<file path="src/rtl/cpu_pkg.sv">
// Shared core definitions: next-PC select encodings, word sizes and the fetch-queue entry.
package cpu_pkg;

  localparam int XLEN        = 32;
  localparam int INSTR_BYTES = 4;

  typedef enum logic [1:0] {
    PC_SRC_SEQ    = 2'd0,
    PC_SRC_JUMP   = 2'd1,
    PC_SRC_BRANCH = 2'd2,
    PC_SRC_RSVD   = 2'd3
  } pc_src_e;

  typedef struct packed {
    logic [XLEN-1:0] pc;
    logic [XLEN-1:0] instr;
  } fq_entry_t;

  function automatic logic is_redirect(input logic [1:0] src);
    return (src == PC_SRC_JUMP) || (src == PC_SRC_BRANCH);
  endfunction

endpackage

</file>
<file path="src/rtl/fetch_queue_stage_if.sv">
// Fetch-stage bus: redirect inputs, imem request/response channel and the decode-side head.
interface fetch_queue_stage_if;
  import cpu_pkg::*;

  logic [1:0]      PC_Src;
  logic [XLEN-1:0] jumpAddress;
  logic [XLEN-1:0] branchAddress;
  logic            imem_req_valid;
  logic            imem_req_ready;
  logic [XLEN-1:0] imem_addr;
  logic            imem_rsp_valid;
  logic [XLEN-1:0] imem_rsp_data;
  logic            dec_valid;
  logic            dec_ready;
  logic [XLEN-1:0] Instruction;
  logic [XLEN-1:0] PC;
  logic [XLEN-1:0] PC_Next;

  modport master (
    input  PC_Src, jumpAddress, branchAddress,
    output imem_req_valid, imem_addr,
    input  imem_req_ready, imem_rsp_valid, imem_rsp_data,
    output dec_valid, Instruction, PC, PC_Next,
    input  dec_ready
  );

  modport slave (
    output PC_Src, jumpAddress, branchAddress,
    input  imem_req_valid, imem_addr,
    output imem_req_ready, imem_rsp_valid, imem_rsp_data,
    input  dec_valid, Instruction, PC, PC_Next,
    output dec_ready
  );

endinterface

</file>
<file path="src/rtl/sync_fifo.sv">
// Synchronous FIFO with registered storage, occupancy count and a synchronous clear.
module sync_fifo #(
  parameter int WIDTH = 32,
  parameter int DEPTH = 4
) (
  input  logic                       clk,
  input  logic                       rst,
  input  logic                       clr_i,
  input  logic                       push_i,
  input  logic [WIDTH-1:0]           din_i,
  input  logic                       pop_i,
  output logic [WIDTH-1:0]           dout_o,
  output logic [$clog2(DEPTH+1)-1:0] count_o,
  output logic                       full_o,
  output logic                       empty_o
);

  localparam int PTR_W = (DEPTH > 1) ? $clog2(DEPTH) : 1;
  localparam int CNT_W = $clog2(DEPTH+1);
  localparam logic [PTR_W-1:0] LAST = PTR_W'(DEPTH-1);

  logic [WIDTH-1:0] mem_q [DEPTH];
  logic [PTR_W-1:0] wr_q, rd_q;
  logic [CNT_W-1:0] cnt_q;
  logic             do_push, do_pop;

  function automatic logic [PTR_W-1:0] inc(input logic [PTR_W-1:0] p);
    return (p == LAST) ? '0 : p + PTR_W'(1);
  endfunction

  assign empty_o = (cnt_q == '0);
  assign full_o  = (cnt_q == CNT_W'(DEPTH));
  assign count_o = cnt_q;
  assign dout_o  = mem_q[rd_q];
  assign do_pop  = pop_i && !empty_o;
  assign do_push = push_i && (!full_o || do_pop);

  always_ff @(posedge clk) begin
    if (do_push) mem_q[wr_q] <= din_i;
  end

  always_ff @(posedge clk) begin
    if (rst || clr_i) begin
      wr_q  <= '0;
      rd_q  <= '0;
      cnt_q <= '0;
    end else begin
      if (do_push) wr_q <= inc(wr_q);
      if (do_pop)  rd_q <= inc(rd_q);
      cnt_q <= cnt_q + CNT_W'(do_push) - CNT_W'(do_pop);
    end
  end

endmodule

</file>
<file path="src/rtl/fetch_queue_stage.sv">
// Instruction-fetch front end: owns the PC, issues in-order imem requests, queues {pc, instr} for decode.
// Optional macro FETCH_PERF_EN adds perf_flush_cnt / perf_stall_cnt outputs.
module fetch_queue_stage
  import cpu_pkg::*;
#(
  parameter int              DEPTH    = 4,
  parameter int              MAX_OUT  = 2,
  parameter logic [XLEN-1:0] RESET_PC = 32'h0000_0000
) (
  input logic clk,
  input logic rst,
  fetch_queue_stage_if.master fq
`ifdef FETCH_PERF_EN
  ,
  output logic [31:0] perf_flush_cnt,
  output logic [31:0] perf_stall_cnt
`endif
);

  localparam int CNT_W = $clog2(DEPTH+1);
  localparam int OUT_W = $clog2(MAX_OUT+1);

  logic [XLEN-1:0]  pc_q, pc_d;
  logic [OUT_W-1:0] out_q, out_d;
  logic [OUT_W-1:0] drop_q, drop_d;
  fq_entry_t        last_q;
  logic [XLEN-1:0]  last_next_q;

  fq_entry_t        head;
  logic [2*XLEN-1:0] q_dout;
  logic [CNT_W-1:0] q_count;
  logic             q_full, q_empty;
  logic [XLEN-1:0]  tag_pc;
  logic [OUT_W-1:0] tag_count;
  logic             tag_full, tag_empty;

  logic redirect, req_fire, rsp_fire, rsp_keep, pop;

  assign redirect = is_redirect(fq.PC_Src);

  // Credit rule: every in-flight request already owns a queue slot.
  assign fq.imem_req_valid = !rst && !redirect
                             && (32'(out_q) < 32'(MAX_OUT))
                             && ((32'(q_count) + 32'(out_q)) < 32'(DEPTH));
  assign fq.imem_addr = pc_q;

  assign req_fire = fq.imem_req_valid && fq.imem_req_ready;
  assign rsp_fire = fq.imem_rsp_valid && (out_q != '0);
  assign rsp_keep = rsp_fire && (drop_q == '0) && !redirect;
  assign pop      = fq.dec_valid && fq.dec_ready && !redirect;

  assign head           = q_dout;
  assign fq.dec_valid   = !q_empty;
  assign fq.Instruction = q_empty ? last_q.instr : head.instr;
  assign fq.PC          = q_empty ? last_q.pc    : head.pc;
  assign fq.PC_Next     = q_empty ? last_next_q  : head.pc + 32'(INSTR_BYTES);

  always_comb begin
    pc_d   = pc_q;
    out_d  = out_q + OUT_W'(req_fire) - OUT_W'(rsp_fire);
    drop_d = drop_q;
    if (fq.PC_Src == PC_SRC_BRANCH)    pc_d = fq.branchAddress;
    else if (fq.PC_Src == PC_SRC_JUMP) pc_d = fq.jumpAddress;
    else if (req_fire)                 pc_d = pc_q + 32'(INSTR_BYTES);
    // Everything still in flight after this cycle belongs to the old path.
    if (redirect)                          drop_d = out_q - OUT_W'(rsp_fire);
    else if (rsp_fire && drop_q != '0)     drop_d = drop_q - OUT_W'(1);
  end

  always_ff @(posedge clk) begin
    if (rst) begin
      pc_q        <= RESET_PC;
      out_q       <= '0;
      drop_q      <= '0;
      last_q      <= '0;
      last_next_q <= '0;
    end else begin
      pc_q   <= pc_d;
      out_q  <= out_d;
      drop_q <= drop_d;
      if (!q_empty) begin
        last_q      <= head;
        last_next_q <= head.pc + 32'(INSTR_BYTES);
      end
    end
  end

  sync_fifo #(.WIDTH(2*XLEN), .DEPTH(DEPTH)) u_instr_q (
    .clk     (clk),
    .rst     (rst),
    .clr_i   (redirect),
    .push_i  (rsp_keep),
    .din_i   ({tag_pc, fq.imem_rsp_data}),
    .pop_i   (pop),
    .dout_o  (q_dout),
    .count_o (q_count),
    .full_o  (q_full),
    .empty_o (q_empty)
  );

  sync_fifo #(.WIDTH(XLEN), .DEPTH(MAX_OUT)) u_tag_q (
    .clk     (clk),
    .rst     (rst),
    .clr_i   (1'b0),
    .push_i  (req_fire),
    .din_i   (pc_q),
    .pop_i   (rsp_fire),
    .dout_o  (tag_pc),
    .count_o (tag_count),
    .full_o  (tag_full),
    .empty_o (tag_empty)
  );

  a_q_no_overflow:   assert property (@(posedge clk) disable iff (rst) !(rsp_keep && q_full));
  a_tag_no_overflow: assert property (@(posedge clk) disable iff (rst) !(req_fire && tag_full));
  a_tag_has_req:     assert property (@(posedge clk) disable iff (rst) !(rsp_fire && tag_empty));
  a_tag_tracks_out:  assert property (@(posedge clk) disable iff (rst) tag_count == out_q);

`ifdef FETCH_PERF_EN
  logic [31:0] perf_flush_q, perf_stall_q;

  always_ff @(posedge clk) begin
    if (rst) begin
      perf_flush_q <= '0;
      perf_stall_q <= '0;
    end else begin
      if (redirect) perf_flush_q <= perf_flush_q + 32'd1;
      if (fq.dec_ready && !fq.dec_valid) perf_stall_q <= perf_stall_q + 32'd1;
    end
  end

  assign perf_flush_cnt = perf_flush_q;
  assign perf_stall_cnt = perf_stall_q;
`endif

endmodule

</file>
<file path="src/flat_wrapper.sv">
// flat-port wrapper written by rule: the top's interface ports become plain ports
module fetch_queue_stage_flat import cpu_pkg::*;
#(
  parameter int              DEPTH    = 4,
  parameter int              MAX_OUT  = 2,
  parameter logic [XLEN-1:0] RESET_PC = 32'h0000_0000
)
  (clk, rst, fq_PC_Src, fq_jumpAddress, fq_branchAddress, fq_imem_req_valid, fq_imem_addr, fq_imem_req_ready, fq_imem_rsp_valid, fq_imem_rsp_data, fq_dec_valid, fq_Instruction, fq_PC, fq_PC_Next, fq_dec_ready);
  fetch_queue_stage_if fq_i ();
  input logic clk;
  input logic rst;
  input wire logic [$bits(fq_i.PC_Src)-1:0] fq_PC_Src;
  input wire logic [$bits(fq_i.jumpAddress)-1:0] fq_jumpAddress;
  input wire logic [$bits(fq_i.branchAddress)-1:0] fq_branchAddress;
  output wire logic [$bits(fq_i.imem_req_valid)-1:0] fq_imem_req_valid;
  output wire logic [$bits(fq_i.imem_addr)-1:0] fq_imem_addr;
  input wire logic [$bits(fq_i.imem_req_ready)-1:0] fq_imem_req_ready;
  input wire logic [$bits(fq_i.imem_rsp_valid)-1:0] fq_imem_rsp_valid;
  input wire logic [$bits(fq_i.imem_rsp_data)-1:0] fq_imem_rsp_data;
  output wire logic [$bits(fq_i.dec_valid)-1:0] fq_dec_valid;
  output wire logic [$bits(fq_i.Instruction)-1:0] fq_Instruction;
  output wire logic [$bits(fq_i.PC)-1:0] fq_PC;
  output wire logic [$bits(fq_i.PC_Next)-1:0] fq_PC_Next;
  input wire logic [$bits(fq_i.dec_ready)-1:0] fq_dec_ready;
  assign fq_i.PC_Src = fq_PC_Src;
  assign fq_i.jumpAddress = fq_jumpAddress;
  assign fq_i.branchAddress = fq_branchAddress;
  assign fq_imem_req_valid = fq_i.imem_req_valid;
  assign fq_imem_addr = fq_i.imem_addr;
  assign fq_i.imem_req_ready = fq_imem_req_ready;
  assign fq_i.imem_rsp_valid = fq_imem_rsp_valid;
  assign fq_i.imem_rsp_data = fq_imem_rsp_data;
  assign fq_dec_valid = fq_i.dec_valid;
  assign fq_Instruction = fq_i.Instruction;
  assign fq_PC = fq_i.PC;
  assign fq_PC_Next = fq_i.PC_Next;
  assign fq_i.dec_ready = fq_dec_ready;
  fetch_queue_stage #(.DEPTH(DEPTH), .MAX_OUT(MAX_OUT), .RESET_PC(RESET_PC)) u_core (.clk(clk), .rst(rst), .fq(fq_i));
endmodule
</file>
<file path="config.mk">
export PLATFORM = sky130hd
export DESIGN_NAME = fetch_queue_stage_flat
export DESIGN_NICKNAME = d
export VERILOG_FILES = /design/src/rtl/cpu_pkg.sv /design/src/rtl/fetch_queue_stage_if.sv /design/src/rtl/sync_fifo.sv /design/src/rtl/fetch_queue_stage.sv /design/src/flat_wrapper.sv
export SDC_FILE = /design/constraint.sdc
export NUM_CORES = 1
export LEC_CHECK = 0
export CELL_PAD_IN_SITES_DETAIL_PLACEMENT = 1
export CELL_PAD_IN_SITES_GLOBAL_PLACEMENT = 1
export CORE_MARGIN = 5
export CORE_UTILIZATION = 25
export CTS_BUF_LIST = sky130_fd_sc_hd__clkbuf_8
export DETAILED_ROUTE_END_ITERATION = 8
export PLACE_DENSITY_LB_ADDON = 0.1
export SLEW_MARGIN = 40
export SYNTH_ARGS = -nofsm -noshare
export SYNTH_HDL_FRONTEND = slang
export SYNTH_SLANG_ARGS = --single-unit
</file>
<file path="constraint.sdc">
create_clock -name clk -period 4.5 [get_ports clk]
set_clock_uncertainty 0.1 [all_clocks]
set_input_delay 0.9 -clock clk [delete_from_list [all_inputs] [get_ports clk]]
set_output_delay 0.9 -clock clk [all_outputs]
set_load 0.01 [all_outputs]
</file>
# After elaboration in Yosys (flattened, before gate mapping)
# Memories as Yosys holds them, arrays and structs flattened. A register that Yosys moved wholly into a read port is not among the register bits.
# Cells that the tools add are included.
# word_totals
reg_bits	143
ram_bits	320
input_bits	103
output_inout_bits	130
elab_cells	88
mem_count	2
# op_classes
add_sub_neg	15
n_lt_le_gt_ge	2
n_eq_ne	6
muxes	20
reduce_logical	31
# mem_list
memory	words	width	read_ports	rd_ports_with_merged_regs	write_ports	line	source
u_core.u_instr_q.mem_q	4	64	1	1	1	sync_fifo.sv:22	logic [WIDTH-1:0] mem_q [DEPTH];
u_core.u_tag_q.mem_q	2	32	1	1	1	sync_fifo.sv:22	
# op_table
cell	n
32-bit 2-to-1 mux	6
32-bit by 3-bit adder with 32-bit output, second input constant	2
32-bit by 3-bit < comparator with 1-bit output, second input constant	1
1-bit logical AND	14
2-bit 2-to-1 mux	6
2-bit == test, second input constant	4
1-bit 2-to-1 mux	8
1-bit logical NOT	6
2-bit nonzero test	3
2-bit by 1-bit subtractor with 2-bit output	3
2-bit by 1-bit adder with 2-bit output	2
2-bit by 1-bit adder with 2-bit output, second input constant	2
3-bit by 2-bit adder with 4-bit output	1
2-bit logical NOT	2
1-bit logical OR	4
3-bit by 1-bit adder with 3-bit output	1
3-bit == test, second input constant	1
3-bit logical NOT	1
3-bit nonzero test	1
3-bit by 1-bit subtractor with 3-bit output	1
1-bit adder, second input constant	2
2-bit by 1-bit == test with 1-bit output, second input constant	1
2-bit < comparator, second input constant	1
2-bit by 1-bit subtractor with 2-bit output, second input constant	1

# Depth between registers and ports, before layout
# Gate-level depths: netlist of the first run.
# logic_depth
word_depth	10
mapped_depth	14
depth_no_buf	13

# By module
# From an unflattened synthesis of the first run, not the netlist that was laid out.
# unflattened
cells_unflattened	1311
hier_area_um2	19147.1
# by_module_without_submodules
module	instances	cells_each	area_per_inst_um2	seq_area_each_um2
sync_fifo at u_core.u_instr_q	1	386	9688.0	7867.5
fetch_queue_stage	1	792	6899.1	2642.5
sync_fifo at u_core.u_tag_q	1	133	2560.0	2021.9

# Worst setup path after synthesis of the first run
# No wires, ideal clock.
# synth_timing
kind	input-to-reg
from	in fq_PC_Src[0]
to	mem u_core.u_instr_q.mem_q[1][0] (netlist bit), enable pin
setup_time_ps	429
arrival_ps	3561
required_time_ps	3971
path_slack_ps	411
cell_stages	6
n_path_buf	1
cell_sequence	inv_1 ha_1 clkbuf_1 nand2_1 nor3_1 and2_1
# synth_via
elab_chain_len	9
elab_cells_between_ends	11
cone_classes	eq/ne (2); mux (2); reduce/logical (7)
# synth_rtl
element	line	source
start: declaration	flat_wrapper.sv:12	input wire logic [$bits(fq_i.PC_Src)-1:0] fq_PC_Src;
2-bit by 1-bit == test with 1-bit output or 2-bit == test (tied branches)	cpu_pkg.sv:20	return (src == PC_SRC_JUMP) || (src == PC_SRC_BRANCH);
1-bit logical OR *	cpu_pkg.sv:20	
1-bit logical NOT *	fetch_queue_stage.sv:49, fetch_queue_stage.sv:50	
1-bit logical AND	fetch_queue_stage.sv:50	assign pop = fq.dec_valid && fq.dec_ready && !redirect;
1-bit logical AND	sync_fifo.sv:35	assign do_pop = pop_i && !empty_o;
1-bit logical OR	sync_fifo.sv:36	assign do_push = push_i && (!full_o || do_pop);
1-bit logical AND *	sync_fifo.sv:36	
1-bit 2-to-1 mux *	sync_fifo.sv:39	if (do_push) mem_q[wr_q] <= din_i;
1-bit 2-to-1 mux (not written as such) *	sync_fifo.sv:39	
end: declaration	sync_fifo.sv:22	
# Mark *: on every way between the ends. The rest lies on a longest branch, timed or not.

==> flow_metrics.env, run 1 <==
export IMPL_drt_total_wl_um=59000
export IMPL_total_power_w=0.0105
export IMPL_pin_count=233
export IMPL_synth_async_reset_ratio_pct=0
export IMPL_cp_arrival_ns=3.38
export IMPL_drive_gt1_share_pct=17.6
export IMPL_antenna_left=0
export IMPL_hold_depth=2
export IMPL_clk_latency_ns=0.65
export IMPL_cp_required_ns=3.50
export IMPL_rr_worst_depth=13
export IMPL_crit_path_end_kind="output pin"
export IMPL_fmax_ghz=0.228
export IMPL_hold_path_class="reg2reg"
export IMPL_place_gp_congestion=0.756
export IMPL_ys_warn_count=0
export IMPL_grt_pass1_wl_um=88900
export IMPL_antenna_found_initial=2
export IMPL_yosys_top_cells_area="edfxtp_1, dfxtp_1, mux4_2"
export IMPL_max_cap_viol_count=0
export IMPL_crit_path_start_kind="flop"
export IMPL_worstMarginPinSlew_ns=0.786
export IMPL_coreArea_um2=77100
export IMPL_ctsHoldBuffers=0
export IMPL_period_minus_slack_ns=4.38
export IMPL_critical_path_class="reg2out"
export IMPL_instances_no_fill=2894
export IMPL_power_density_nw_per_um2=416
export IMPL_ys_ff_latch=466
export IMPL_timing_rr_start="u_core.u_instr_q.count_o[1]$_SDFF_PP0_"
export IMPL_vias=13100
export IMPL_clkTransAtPathRegs_ns=0.06
export IMPL_die_area_um2=83000
export IMPL_nNetsFinal=1900
export IMPL_grt_overflow=0
export IMPL_drc=0
export IMPL_grtUsageTotal_pct=14.1
export IMPL_fp_row_count=102
export IMPL_place_area_um2=23200
export IMPL_status="completed"
export IMPL_io_buffers=232
export IMPL_pre_cts_ws_ns=0.213
export IMPL_cts_htree_levels=3
export IMPL_post_drt_wl_per_cell_um=20.4
export IMPL_seq_area_frac_synth_pct=64.8
export IMPL_setup_slack_ns=0.119
export IMPL_dp_cells=2707
export IMPL_finalHoldViolations=0
export IMPL_grt_pass1_vias=14100
export IMPL_setup_tns_ns=0
export IMPL_cts_made_buffers=86
export IMPL_r2r_setup_slack_ns=1.36
export IMPL_synth_edf_count=320
export IMPL_dr_pass1_iters=4
export IMPL_fillers=8323
export IMPL_synthDistinctLibCells=66
export IMPL_initial_core_util_pct=25.1
export IMPL_drv_slew=0
export IMPL_finalCritPeriodShare_pct=97.4
export IMPL_hp_start="u_core.last_q[58]$_SDFFE_PP0N_"
export IMPL_design_area_um2=25200
export IMPL_multiInputGateArea_um2=6440
export IMPL_seqCellArea_um2=12500
export IMPL_rr_endpoint="u_core.u_instr_q.count_o[2]$_SDFF_PP0_"
export IMPL_synth_area_leader_cell="edfxtp_1"
export IMPL_grt_max_degree=69
export IMPL_initialDrtViolationCount=665
export IMPL_p_leak_nw=8.80
export IMPL_viasPerCell=4.53
export IMPL_syn_inst=1466
export IMPL_tritoncts="built"
export IMPL_syn_mean_instance_area_um2=13.2
export IMPL_setup_violations=0
export IMPL_syn_to_final_growth_pct=30.1
export IMPL_synth_ff_type="edfxtp_1"
export IMPL_die_y_um=288
export IMPL_relSlewSlack_pct=47.6
export IMPL_crit_fanout=8
export IMPL_fp_dieW_um=288
export IMPL_cts_sinks=466
export IMPL_ir_worst_vdd_mv=0.166
export IMPL_synth_nets=1586
export IMPL_place_hpwl_um=40100
export IMPL_clockRootBuffer="clkbuf_8"
export IMPL_hold_end="u_core.last_q[58]$_SDFFE_PP0N_"
export IMPL_cts_buffer_depth=3
export IMPL_syn_cell_area_um2=19300
export IMPL_synth_top_area_share_pct=49.7
[metrics by stage]
| step | hold WS [ns] | utilization (%) |
|---|---|---|
| after detailed placement | 0.354 | 30.1 |
| after global routing | 0.378 | 32.6 |
| after CTS | 0.363 | 32.6 |
| after floorplan | 0.340 | - |
| after global placement | 0.347 | 30.1 |
| final | 0.361 | 32.6 |
[worst max-delay path by stage]
stage               slack, ns                                      to  cells past startpoint    startpoint
finish                   0.12                          fq_PC_Next[23]                      8          flop
global route           -0.002                          fq_PC_Next[13]                      9          flop
CTS                     -0.02                          fq_PC_Next[31]                     10          flop
detailed placement       0.21                          fq_PC_Next[28]                      7          flop
global placement         0.26                          fq_PC_Next[28]                      7          flop
floorplan                0.41  u_core.u_instr_q.mem_q[1][0]$_DFFE_PP_                      6  fq_PC_Src[0]
[Yosys cell counts, types with 18 or more instances]
| cell | n |
|---|---|
| a211oi_1 | 25 |
| a21oi_1 | 105 |
| a31oi_1 | 18 |
| clkbuf_1 | 57 |
| dfxtp_1 | 146 |
| edfxtp_1 | 320 |
| inv_1 | 25 |
| mux2_2 | 32 |
| mux4_2 | 50 |
| nand2_1 | 226 |
| nand3_1 | 23 |
| nand4_1 | 23 |
| nor2_1 | 74 |
| nor3_1 | 20 |
| o21ai_0 | 25 |
| xor2_1 | 20 |
[area by class of cell]
class | instances | share of cell area [%]
Clock inverter | 64 | 1.45
Clock buffer | 97 | 5.31
Tap cell | 1040 | 5.17
Multi-Input combinational cell | 889 | 25.6
Inverter | 28 | 0.428
Timing Repair Buffer | 309 | 12.2
Antenna cell | 1 | 0.00995
Sequential cell | 466 | 49.9
[cell usage in the layout, fill, tap and decap left out, drive strengths merged, types with 18 or more instances in the layout]
cell,Yosys,layout
clkbuf,58,97
nor3,20,20
mux2,32,32
buf,25,80
clkinv,2,30
dfxtp,146,146
mux4,64,64
a31oi,18,18
nor2,74,74
nand3,23,23
edfxtp,320,320
inv,26,58
nand4,25,25
nand2,226,226
clkdlybuf4s50,0,214
o21ai,25,25
a211oi,25,25
xor2,20,20
a21oi,105,105
[worst max-delay path, cell delays in order, from the launching register on]
cell	delay, ns
dfxtp_4	0.41
buf_12	0.15
mux4_1	0.63
and4_4	0.21
buf_4	0.16
and4_1	0.21
a31oi_1	0.30
nand2_1	0.16
clkdlybuf4s50_1	0.51
[registers in the layout (all words and copies together) (netlist names), named ones only]
signal / count
u_core.last_q: 64
u_core.u_tag_q.rd_q: 1
u_core.u_instr_q.rd_q: 2
u_core.u_tag_q.wr_q: 1
u_core.u_instr_q.mem_q: 256
u_core.u_instr_q.count_o: 3
u_core.u_tag_q.count_o: 2
u_core.u_instr_q.wr_q: 2
u_core.drop_q: 2
u_core.u_tag_q.mem_q: 64
u_core.out_q: 2
u_core.fq.imem_addr: 32
u_core.last_next_q: 32
[layer usage]
metal | routed length [um] | share of wire (%) | track usage (%) | up-vias
met5 | 0 | 0 | 0 | -
met4 | 881 | 1.5 | 3.46 | 0
met3 | 3200 | 5.4 | 3.56 | 63
met2 | 27500 | 47 | 22.7 | 291
met1 | 27400 | 46 | 19.0 | 6563
li1 | - | - | - | 6195
[kinds of logic (layout without fill, tap and decap cells)]
logic type	after synthesis	count (layout)	share of synthesized area [%]
AO/OA/AOI/OAI	256	256	8.48
XOR/XNOR	30	30	1.36
adder cells (fa/ha/maj)	17	17	1.14
buffers and inverters	111	498	2.41
flip-flops	466	466	64.8
multiplexers	104	104	10.0
other	0	1	0
AND/OR/NAND/NOR	482	482	11.8
[repair_timing]
item                       CTS  global route
setup buffers               23             2
cloned                       0             0
hold endpoints to repair     0             0
gates resized for setup     50            15
setup endpoints to repair   32            11
pin swaps                    2             5
[report_power, final]
group / total, W / internal (W) / switching (W)
sequential: 0.00496 / 0.00483 / 0.000135
combinational: 0.00151 / 0.000672 / 0.000834
clock: 0.00400 / 0.00216 / 0.00184
total: 0.0105 / 0.00766 / 0.00281
No activity file was read; power rests on OpenSTA's default activity.
==> run 2: changes to the inputs <==
--- a/config.mk
+++ b/config.mk
@@ -5,12 +5,13 @@
 export SDC_FILE = /design/constraint.sdc
 export NUM_CORES = 1
 export LEC_CHECK = 0
-export CELL_PAD_IN_SITES_DETAIL_PLACEMENT = 1
+export CELL_PAD_IN_SITES_DETAIL_PLACEMENT = 0
 export CELL_PAD_IN_SITES_GLOBAL_PLACEMENT = 1
 export CORE_MARGIN = 5
 export CORE_UTILIZATION = 25
 export CTS_BUF_LIST = sky130_fd_sc_hd__clkbuf_8
 export DETAILED_ROUTE_END_ITERATION = 8
+export DONT_BUFFER_PORTS = 1
 export PLACE_DENSITY_LB_ADDON = 0.1
 export SLEW_MARGIN = 40
 export SYNTH_ARGS = -nofsm -noshare
==> flow_metrics.env, run 2 (synthesized netlist as in run 1, its figures left out) <==
export IMPL_status="completed"
export IMPL_antenna_left=0
export IMPL_finalCritPeriodShare_pct=96.2
export IMPL_largest_reg_flops=256
export IMPL_grt_overflow=0
export IMPL_grtUsageTotal_pct=13.3
export IMPL_slowest_stage="or4_4"
export IMPL_initialDrtViolationCount=537
export IMPL_cp_required_ns=3.50
export IMPL_power_internal_w=0.00744
export IMPL_cts_buffer_depth=3
export IMPL_utilization_pct=29.5
export IMPL_die_area_um2=83000
export IMPL_finalHoldViolations=0
export IMPL_ir_worst_vdd_mv=0.187
export IMPL_grt_pass1_wl_um=82700
export IMPL_place_gp_congestion=0.745
export IMPL_drt_total_wl_um=56300
export IMPL_p_sw_share_pct=26.6
export IMPL_setup_tns_ns=0
export IMPL_cp_arrival_ns=3.33
export IMPL_seqPwrFrac_pct=49.2
export IMPL_grt_pass1_vias=12200
export IMPL_clkTransAtPathRegs_ns=0.06
export IMPL_antenna_found_initial=1
export IMPL_cts_made_buffers=89
export IMPL_ctsHoldBuffers=0
export IMPL_grt_met3_usage_pct=3.82
export IMPL_hp_start="fq_imem_rsp_data[8]"
export IMPL_timing_rr_start="u_core.fq.imem_addr[2]$_SDFFE_PP0P_"
export IMPL_relSlewSlack_pct=49.6
export IMPL_critical_path_class="reg2out"
export IMPL_fp_dieW_um=288
export IMPL_tritoncts="built"
export IMPL_viasPerCell=4.55
export IMPL_clockRootBuffer="clkbuf_8"
export IMPL_dr_pass1_iters=5
export IMPL_fmax_ghz=0.231
export IMPL_switchingPower_w=0.00270
export IMPL_power_density_nw_per_um2=446
export IMPL_initial_core_util_pct=25.1
export IMPL_fp_row_count=102
export IMPL_die_y_um=288
export IMPL_grt_use_met1_pct=18.3
export IMPL_setup_violations=0
export IMPL_period_minus_slack_ns=4.33
export IMPL_max_cap_viol_count=0
export IMPL_final_common_cell="edfxtp_1"
export IMPL_largest_register="u_core.u_instr_q.mem_q"
export IMPL_p_leak_nw=7.77
export IMPL_clk_latency_ns=0.66
export IMPL_coreArea_um2=77100
export IMPL_crit_path_max_incr_delay_ns=0.56
export IMPL_crit_fanout=11
export IMPL_post_drt_wl_per_cell_um=21.2
export IMPL_io_buffers=0
export IMPL_cpLargestDelayFamily="simple AND/OR/NAND/NOR gates"
export IMPL_cp_cell_sequence="buf_12 > mux4_2 > nand3_1 > or4_4 > or4_1 > a31oi_1 > buf_4 > buf_4"
export IMPL_busiest_layer="met2"
export IMPL_grt_setup_unrepaired="no"
export IMPL_met2_usage_pct=20.4
export IMPL_worstMarginPinSlew_ns=0.749
export IMPL_comb_power_share_pct=10.6
export IMPL_crit_path_end_kind="output pin"
export IMPL_place_hpwl_um=37200
export IMPL_vias=12100
export IMPL_crit_path_start_kind="flop"
export IMPL_reg_largest_list="u_core.u_instr_q.mem_q: 256 flops, u_core.last_q: 64 flops, u_core.u_tag_q.mem_q: 64 flops"
export IMPL_cp_common_cell="buf_4"
export IMPL_cts_sinks=466
export IMPL_nNetsFinal=1658
export IMPL_drc=0
export IMPL_hold_path_class="in2reg"
export IMPL_p_clk_share_pct=40.1
export IMPL_drive_gt1_share_pct=18.2
export IMPL_pin_count=233
export IMPL_syn_to_final_growth_pct=17.4
export IMPL_cts_htree_levels=3
export IMPL_grt_max_degree=151
export IMPL_layout_common_cells="edfxtp_1, nand2_1, dfxtp_1, a21oi_1, clkbuf_8"
export IMPL_crit_buf_inv=3
export IMPL_drv_slew=0
## run 2: cell count changes in the layout (fill, tap and decap cells not counted), moves of 4 or more
cell	delta
buf_6	-7
buf_4	-7
dlygate4sd2_1	-13
clkinv_1	+5
buf_12	-4
clkdlybuf4s50_1	-214
## run 2: what timing repair did
item                                    in CTS  in global routing
gates cloned                                 0                  1
endpoints found under the setup margin       9                  6
gates resized for setup                      8                  8
buffers inserted                             8                  4
## run 2: worst paths after layout
| check | to | slack (ns) | depth (start not counted) |
|---|---|---|---|
| worst min register to register | u_core.last_next_q[3]$_SDFF_PP0_ | 0.36 | 2 |
| worst max register to register | u_core.fq.imem_addr[18]$_SDFFE_PP0P_ | 1.45 | 6 |
| worst min-delay path | u_core.u_instr_q.mem_q[0][8]$_DFFE_PP_ | 0.23 | 0 |
| worst max-delay path | fq_PC_Next[31] | 0.17 | 8 |
## run 2: power by group through the flow
| stage | clock, W | combinational, W | sequential, W |
|---|---|---|---|
| floorplan | 0 | 0.000737 | 0.00502 |
| global placement | 0 | 0.00109 | 0.00509 |
| detailed placement | 0 | 0.00109 | 0.00509 |
| CTS | 0.00428 | 0.00111 | 0.00500 |
| global route | 0.00447 | 0.00121 | 0.00502 |
| finish | 0.00407 | 0.00108 | 0.00499 |
## run 2: cell type report
class | count | area [um^2]
Clock buffer | 95 | 1310
Fill cell | 7899 | 54400
Multi-Input combinational cell | 889 | 6380
Inverter | 28 | 108
Clock inverter | 69 | 430
Sequential cell | 466 | 12500
Tap cell | 1040 | 1300
Antenna cell | 1 | 2.50
Timing Repair Buffer | 64 | 638
## run 2: worst register-to-register path: stages, from the launching register on
cell and delay (ns):
dfxtp_1 0.65, ha_1 0.35, nand4_1 0.29, or4_1 0.68
or3_1 0.34, a311o_1 0.35, a211oi_1 0.20
## run 2: metal layers
| metal | routed length [um] | vias up |
|---|---|---|
| met3 | 3700 | 92 |
| met4 | 1250 | 0 |
| met5 | 0 | - |
| met1 | 26200 | 5921 |
| li1 | - | 5735 |
| met2 | 25100 | 329 |
## run 2: per-stage QoR
step	cells	hold slack [ns]	setup slack, ns	power [W]	area (um^2)
finish	2652	0.226	0.171	0.0101	22700
global route	2652	0.172	0.00178	0.0107	22700
CTS	2646	0.138	0.00650	0.0104	22700
detailed placement	2474	0.352	0.462	0.00618	20800
global placement	2474	0.347	0.529	0.00618	20800
floorplan	1466	0.340	0.411	0.00575	19300
